[src/rtl/hack_alu_mul_sequencer.sv]
// hack_alu_mul_sequencer: multi-cycle unsigned 16-bit shift-and-add multiplier
// that drives a Hack ALU in x+y mode for both the accumulate and the doubling
// steps, and stops as soon as no multiplier bits remain.

// HackAlu: the standard Hack ALU datapath (zx,nx,zy,ny,f,no); only the word
// result is needed here, so the zr/ng flags are not brought out.
module HackAlu (
  input  logic [15:0] i_x,
  input  logic [15:0] i_y,
  input  logic [5:0]  i_ctrl,
  output logic [15:0] o_out
);

  logic [15:0] w_xZero;
  logic [15:0] w_xNeg;
  logic [15:0] w_yZero;
  logic [15:0] w_yNeg;
  logic [15:0] w_fOut;

  // Control bits applied in Hack order: zero, negate, function, negate output
  always_comb begin
    w_xZero = i_ctrl[5] ? 16'h0000 : i_x;
    w_xNeg  = i_ctrl[4] ? ~w_xZero : w_xZero;
    w_yZero = i_ctrl[3] ? 16'h0000 : i_y;
    w_yNeg  = i_ctrl[2] ? ~w_yZero : w_yZero;
    w_fOut  = i_ctrl[1] ? (w_xNeg + w_yNeg) : (w_xNeg & w_yNeg);
    o_out   = i_ctrl[0] ? ~w_fOut : w_fOut;
  end

endmodule

module hack_alu_mul_sequencer (
  input  logic        i_clk,
  input  logic        i_reset,
  input  logic        i_start,
  input  logic [15:0] i_a,
  input  logic [15:0] i_b,
  output logic        o_busy,
  output logic        o_done,
  output logic [15:0] o_product,
  output logic        o_ovf,
  output logic [5:0]  o_alu_ctrl
);

  typedef enum logic [1:0] {
    IDLE = 2'd0,
    ADD  = 2'd1,
    DBL  = 2'd2,
    DONE = 2'd3
  } state_t;

  localparam logic [5:0] CTRL_ADD = 6'b000010;

  state_t      r_state;
  state_t      w_nextState;
  logic [15:0] r_p;
  logic [15:0] r_m;
  logic [15:0] r_q;
  logic        r_ovf;

  logic [15:0] w_aluX;
  logic [15:0] w_aluY;
  logic [15:0] w_aluOut;
  logic        w_carry;
  logic [15:0] w_qShift;
  logic        w_bitsPending;

  // ALU operand steering: accumulate P+M in ADD, double M+M in DBL, idle zero otherwise
  always_comb begin
    w_aluX = 16'h0000;
    w_aluY = 16'h0000;
    case (r_state)
      ADD: begin
        w_aluX = r_p;
        w_aluY = r_m;
      end
      DBL: begin
        w_aluX = r_m;
        w_aluY = r_m;
      end
      default: begin
        w_aluX = 16'h0000;
        w_aluY = 16'h0000;
      end
    endcase
  end

  HackAlu u_alu (
    .i_x    (w_aluX),
    .i_y    (w_aluY),
    .i_ctrl (o_alu_ctrl),
    .o_out  (w_aluOut)
  );

  // Unsigned wrap of the sum shows up as a result smaller than the x operand
  assign w_carry       = (w_aluOut < w_aluX);
  assign w_qShift      = r_q >> 1;
  assign w_bitsPending = (w_qShift != 16'h0000);

  // State register
  always_ff @(posedge i_clk) begin
    if (i_reset) begin
      r_state <= IDLE;
    end else begin
      r_state <= w_nextState;
    end
  end

  // Next-state and state-decoded outputs; a zero multiplier skips the loop entirely
  always_comb begin
    w_nextState = r_state;
    o_busy      = 1'b0;
    o_done      = 1'b0;
    o_alu_ctrl  = 6'b000000;
    case (r_state)
      IDLE: begin
        if (i_start) begin
          w_nextState = (i_b == 16'h0000) ? DONE : ADD;
        end
      end
      ADD: begin
        o_busy      = 1'b1;
        o_alu_ctrl  = CTRL_ADD;
        w_nextState = DBL;
      end
      DBL: begin
        o_busy      = 1'b1;
        o_alu_ctrl  = CTRL_ADD;
        w_nextState = w_bitsPending ? ADD : DONE;
      end
      DONE: begin
        o_done      = 1'b1;
        w_nextState = IDLE;
      end
      default: begin
        w_nextState = IDLE;
      end
    endcase
  end

  // Datapath: capture operands on accept, accumulate on set bits, double and shift,
  // flagging overflow only for carries that will actually reach the product
  always_ff @(posedge i_clk) begin
    if (i_reset) begin
      r_p   <= 16'h0000;
      r_m   <= 16'h0000;
      r_q   <= 16'h0000;
      r_ovf <= 1'b0;
    end else begin
      case (r_state)
        IDLE: begin
          if (i_start) begin
            r_p   <= 16'h0000;
            r_m   <= i_a;
            r_q   <= i_b;
            r_ovf <= 1'b0;
          end
        end
        ADD: begin
          if (r_q[0]) begin
            r_p   <= w_aluOut;
            r_ovf <= r_ovf | w_carry;
          end
        end
        DBL: begin
          r_m   <= w_aluOut;
          r_q   <= w_qShift;
          r_ovf <= r_ovf | (w_carry & w_bitsPending);
        end
        default: begin
          r_p   <= r_p;
        end
      endcase
    end
  end

  assign o_product = r_p;
  assign o_ovf     = r_ovf;

endmodule
[config.mk]
export PLATFORM = sky130hd
export DESIGN_NAME = hack_alu_mul_sequencer
export DESIGN_NICKNAME = d
export VERILOG_FILES = /design/src/rtl/hack_alu_mul_sequencer.sv
export SDC_FILE = /design/constraint.sdc
export NUM_CORES = 1
export LEC_CHECK = 0
export BUFFER_PORTS_ARGS = -buffer_cell sky130_fd_sc_hd__buf_2
export CAP_MARGIN = 25
export CORE_MARGIN = 2
export CORE_UTILIZATION = 35
export DETAILED_ROUTE_END_ITERATION = 8
export GPL_TIMING_DRIVEN = 0
export HOLD_SLACK_MARGIN = 0.15
export PLACE_DENSITY = 0.58
export SLEW_MARGIN = 20
export SYNTH_ARGS = -nofsm -noshare
export SYNTH_HDL_FRONTEND = slang
export SYNTH_SLANG_ARGS = --single-unit
[constraint.sdc]
create_clock -name i_clk -period 5.95 [get_ports i_clk]
set_input_delay 1.785 -clock i_clk [delete_from_list [all_inputs] [get_ports i_clk]]
set_output_delay 1.785 -clock i_clk [all_outputs]
set_load 0.005 [all_outputs]
==> impl_metrics.tcl <==
set metrics [dict create \
    cp_top_family "compound AO/OA/AOI/OAI gates" \
    via_per_inst 5.75 \
    postSynth.asyncResetShare_pct 0 \
    ys_ff_latch 51 \
    end_kind "flop" \
    synth_top_cell_by_area "dfxtp_1" \
    worst_slack_ps 297 \
    slowest_stage "nor2_1" \
    final.period_utilization_pct 95.0 \
    ir_drop_mv 0.252 \
    area_delta_synth_final_pct 15.3 \
    dr.pass1.iters 5 \
    grt_pass1_wl_mm 20.7 \
    core_um2 11300 \
    yosys_most_used_dff "dfxtp_1" \
    vias 4084 \
    routed_wl_mm 13.2 \
    utilization_pct 41.0 \
    hold_viol_final 0 \
    max_freq_ghz 0.177 \
    fin_skew_ps 8.10 \
    avgRoutedWirePerCell_um 18.6 \
    n_antenna_cell 0 \
    cp_max_fo 10 \
    dp_slack_ps 245 \
    netlist_area_um2 4020 \
    synthCells 500 \
    final_nets 639 \
    num_io_pins 60 \
    start_kind "flop" \
    synthDistinctLibCells 66 \
    path_cells "inv_1 -> ha_1 -> buf_6 -> inv_1 -> nor2_1 -> clkbuf_2 -> a22oi_1 -> inv_1 -> ha_1 -> o21a_1 -> o21a_1 -> o211a_4 -> o41ai_2 -> xor2_1 -> o21bai_1 -> ha_1 -> nand2_1 -> nor4_1 -> nand2_1 -> a311oi_1 -> nor3_1" \
    htree_levels 2 \
    finalSetupViolCount 0 \
    cts.sinks 51 \
    finalPower_uw 1980 \
    crit_buf_inv 5 \
    final_antenna_net_count 0 \
    tritoncts "done" \
    max_cap_violations 0 \
    ctsRootBufferMaster "clkbuf_16" \
    synth_area_per_cell_um2 8.04 \
    critical_path_arrival_ps 5830 \
    grt_overflow 0 \
    final_common_cell "buf_2" \
    chipWidth_um 111 \
    worstMarginPinSlew_ps 931 \
    yosysTopAreaCellShare_pct 25.4 \
    dieArea_um2 12400 \
    grt_max_degree 17 \
    rows 39 \
    drc 0 \
    track_usage_pct 21.0 \
    hpwl_mm 9.91 \
    slew_headroom_pct 38.0 \
    status "complete, no violations" \
    leakage_uw 0.00222 \
    rsz0062_at_grt "no" \
    grt_pass1_vias 3887 \
    die_y_um 111 \
    clkTransAtPathRegs_ps 80 \
    finalCriticalPeriod_ps 5650 \
    drive_gt1_share_pct 15.9 \
    hp-class "flop to flop" \
    max_stage_delay_ps 580 \
    cts_hold_buf 0 \
    power_density_nw_per_um2 428 \
    n_fill_cell 1186 \
    clockBufferDepth 2 \
    portBuffers 54 \
    synth_seq_area_share_pct 25.4 \
    layout_common_cells "57 x buf_2, 51 x dfxtp_1, 49 x nor2_1" \
    maxSlewViolCount 0 \
    drt_iter0_drc 242 \
    cts_buffers 5 \
    worstSkewPairLatency_ps 300 \
    synth.area.top_cells "dfxtp_1 25%, ha_1 12%, mux2i_1 5.7%" \
    criticalPathCategory "flop to flop" \
    synth_warnings 0 \
    synth_edf_count 0 \
    start_util_pct 35.5 \
    antenna_found_initial 0 \
    gp_congestion 0.915 \
    required_ps 6130 \
    tns_ps 0 \
]
-- where the power goes --
| part | internal [uW] | total, uW | leakage (uW) | switching, uW |
|---|---|---|---|---|
| Sequential | 436 | 511 | 0.000418 | 75.0 |
| Combinational | 404 | 1170 | 0.00174 | 765 |
| Clock | 158 | 303 | 0.0000710 | 145 |
-- metal layers --
layer / global-route usage (%) / part of all wire [%] / vias to the layer above
met4: 6.26 / 1.8 / 0
li1: - / - / 1967
met2: 35.7 / 47 / 132
met5: 0 / 0 / -
met3: 3.17 / 5.7 / 18
met1: 27.6 / 46 / 1967
-- Yosys cell counts, drive strengths merged, types with 3 or more instances --
| cell type | count |
|---|---|
| a211oi | 22 |
| a21boi | 3 |
| a21o | 9 |
| a21oi | 27 |
| a22o | 5 |
| a22oi | 21 |
| a311oi | 3 |
| a31oi | 6 |
| a41oi | 3 |
| and2 | 16 |
| and3 | 5 |
| buf | 11 |
| clkbuf | 21 |
| dfxtp | 51 |
| ha | 37 |
| inv | 33 |
| mux2 | 3 |
| mux2i | 23 |
| nand2 | 30 |
| nand3 | 8 |
| nand4 | 4 |
| nor2 | 49 |
| nor2b | 8 |
| nor3 | 8 |
| nor4 | 10 |
| o211ai | 3 |
| o21a | 5 |
| o21ai | 24 |
| o21bai | 3 |
| o41ai | 3 |
| or2 | 3 |
| or3 | 5 |
| xnor2 | 4 |
| xor2 | 3 |
-- path summary, 6_finish.rpt --
kind	start	end	slack (ps)	cells past startpoint
max reg2reg	r_state[0]$_SDFFE_PP0P_	o_ovf$_SDFFE_PP0P_	300	21
min reg2reg	r_m[5]$_SDFFE_PP0P_	r_m[5]$_SDFFE_PP0P_	470	2
max	r_state[0]$_SDFFE_PP0P_	o_ovf$_SDFFE_PP0P_	300	21
min	r_m[5]$_SDFFE_PP0P_	r_m[5]$_SDFFE_PP0P_	470	2
-- sequential cells by signal, summed over array words and instances (netlist names) --
signal     flops
o_product     16
r_m           16
r_q           16
r_state        2
o_ovf          1
-- cells by family (layout without fill, tap and decap cells) --
family	Yosys count	after routing	share of synthesized area, %
AOI/OAI and AO/OA	157	157	27.7
xor gates and xnor gates	7	7	1.53
adders and majority gates	38	38	12.0
buffers and inverters	65	128	7.66
DFF	51	51	25.4
muxes	26	26	6.57
other	1	5	0.0933
and+or+nand+nor	155	155	19.1
-- timing repair --
item	CTS	global route
endpoints found under the hold margin	0	0
buffers inserted	0	0
gates resized for setup	0	2
endpoints found under the setup margin	0	1
-- worst register-to-register path: stages, from the launching register on --
cell and delay (ps):
dfxtp_1 420, inv_1 110, ha_1 370, buf_6 160
inv_1 170, nor2_1 590, clkbuf_2 420, a22oi_1 180
inv_1 100, ha_1 290, o21a_1 150, o21a_1 210
o211a_4 170, o41ai_2 520, xor2_1 230, o21bai_1 90
ha_1 310, nand2_1 70, nor4_1 340, nand2_1 160
a311oi_1 380, nor3_1 90
-- cell type report --
cell class	instances	area [um^2]	share of cell area, %
sequential	51	1020	22.0
tap	143	179	3.86
clock buffer	6	129	2.78
inverter	33	124	2.67
timing repair buffer	55	275	5.94
clock inverter	2	17.5	0.378
buffer	32	185	3.99
multi-input combinational	388	2710	58.4
-- per-stage QoR --
stage                     instances  hold WS [ps]  area, um^2
final                           710           472        4640
after global routing            710           484        4640
after CTS                       709           473        4630
after detailed placement        701           461        4480
after global placement          701           456        4480
after floorplan                 504           441        4040
Power figures use the tool's default switching activity.
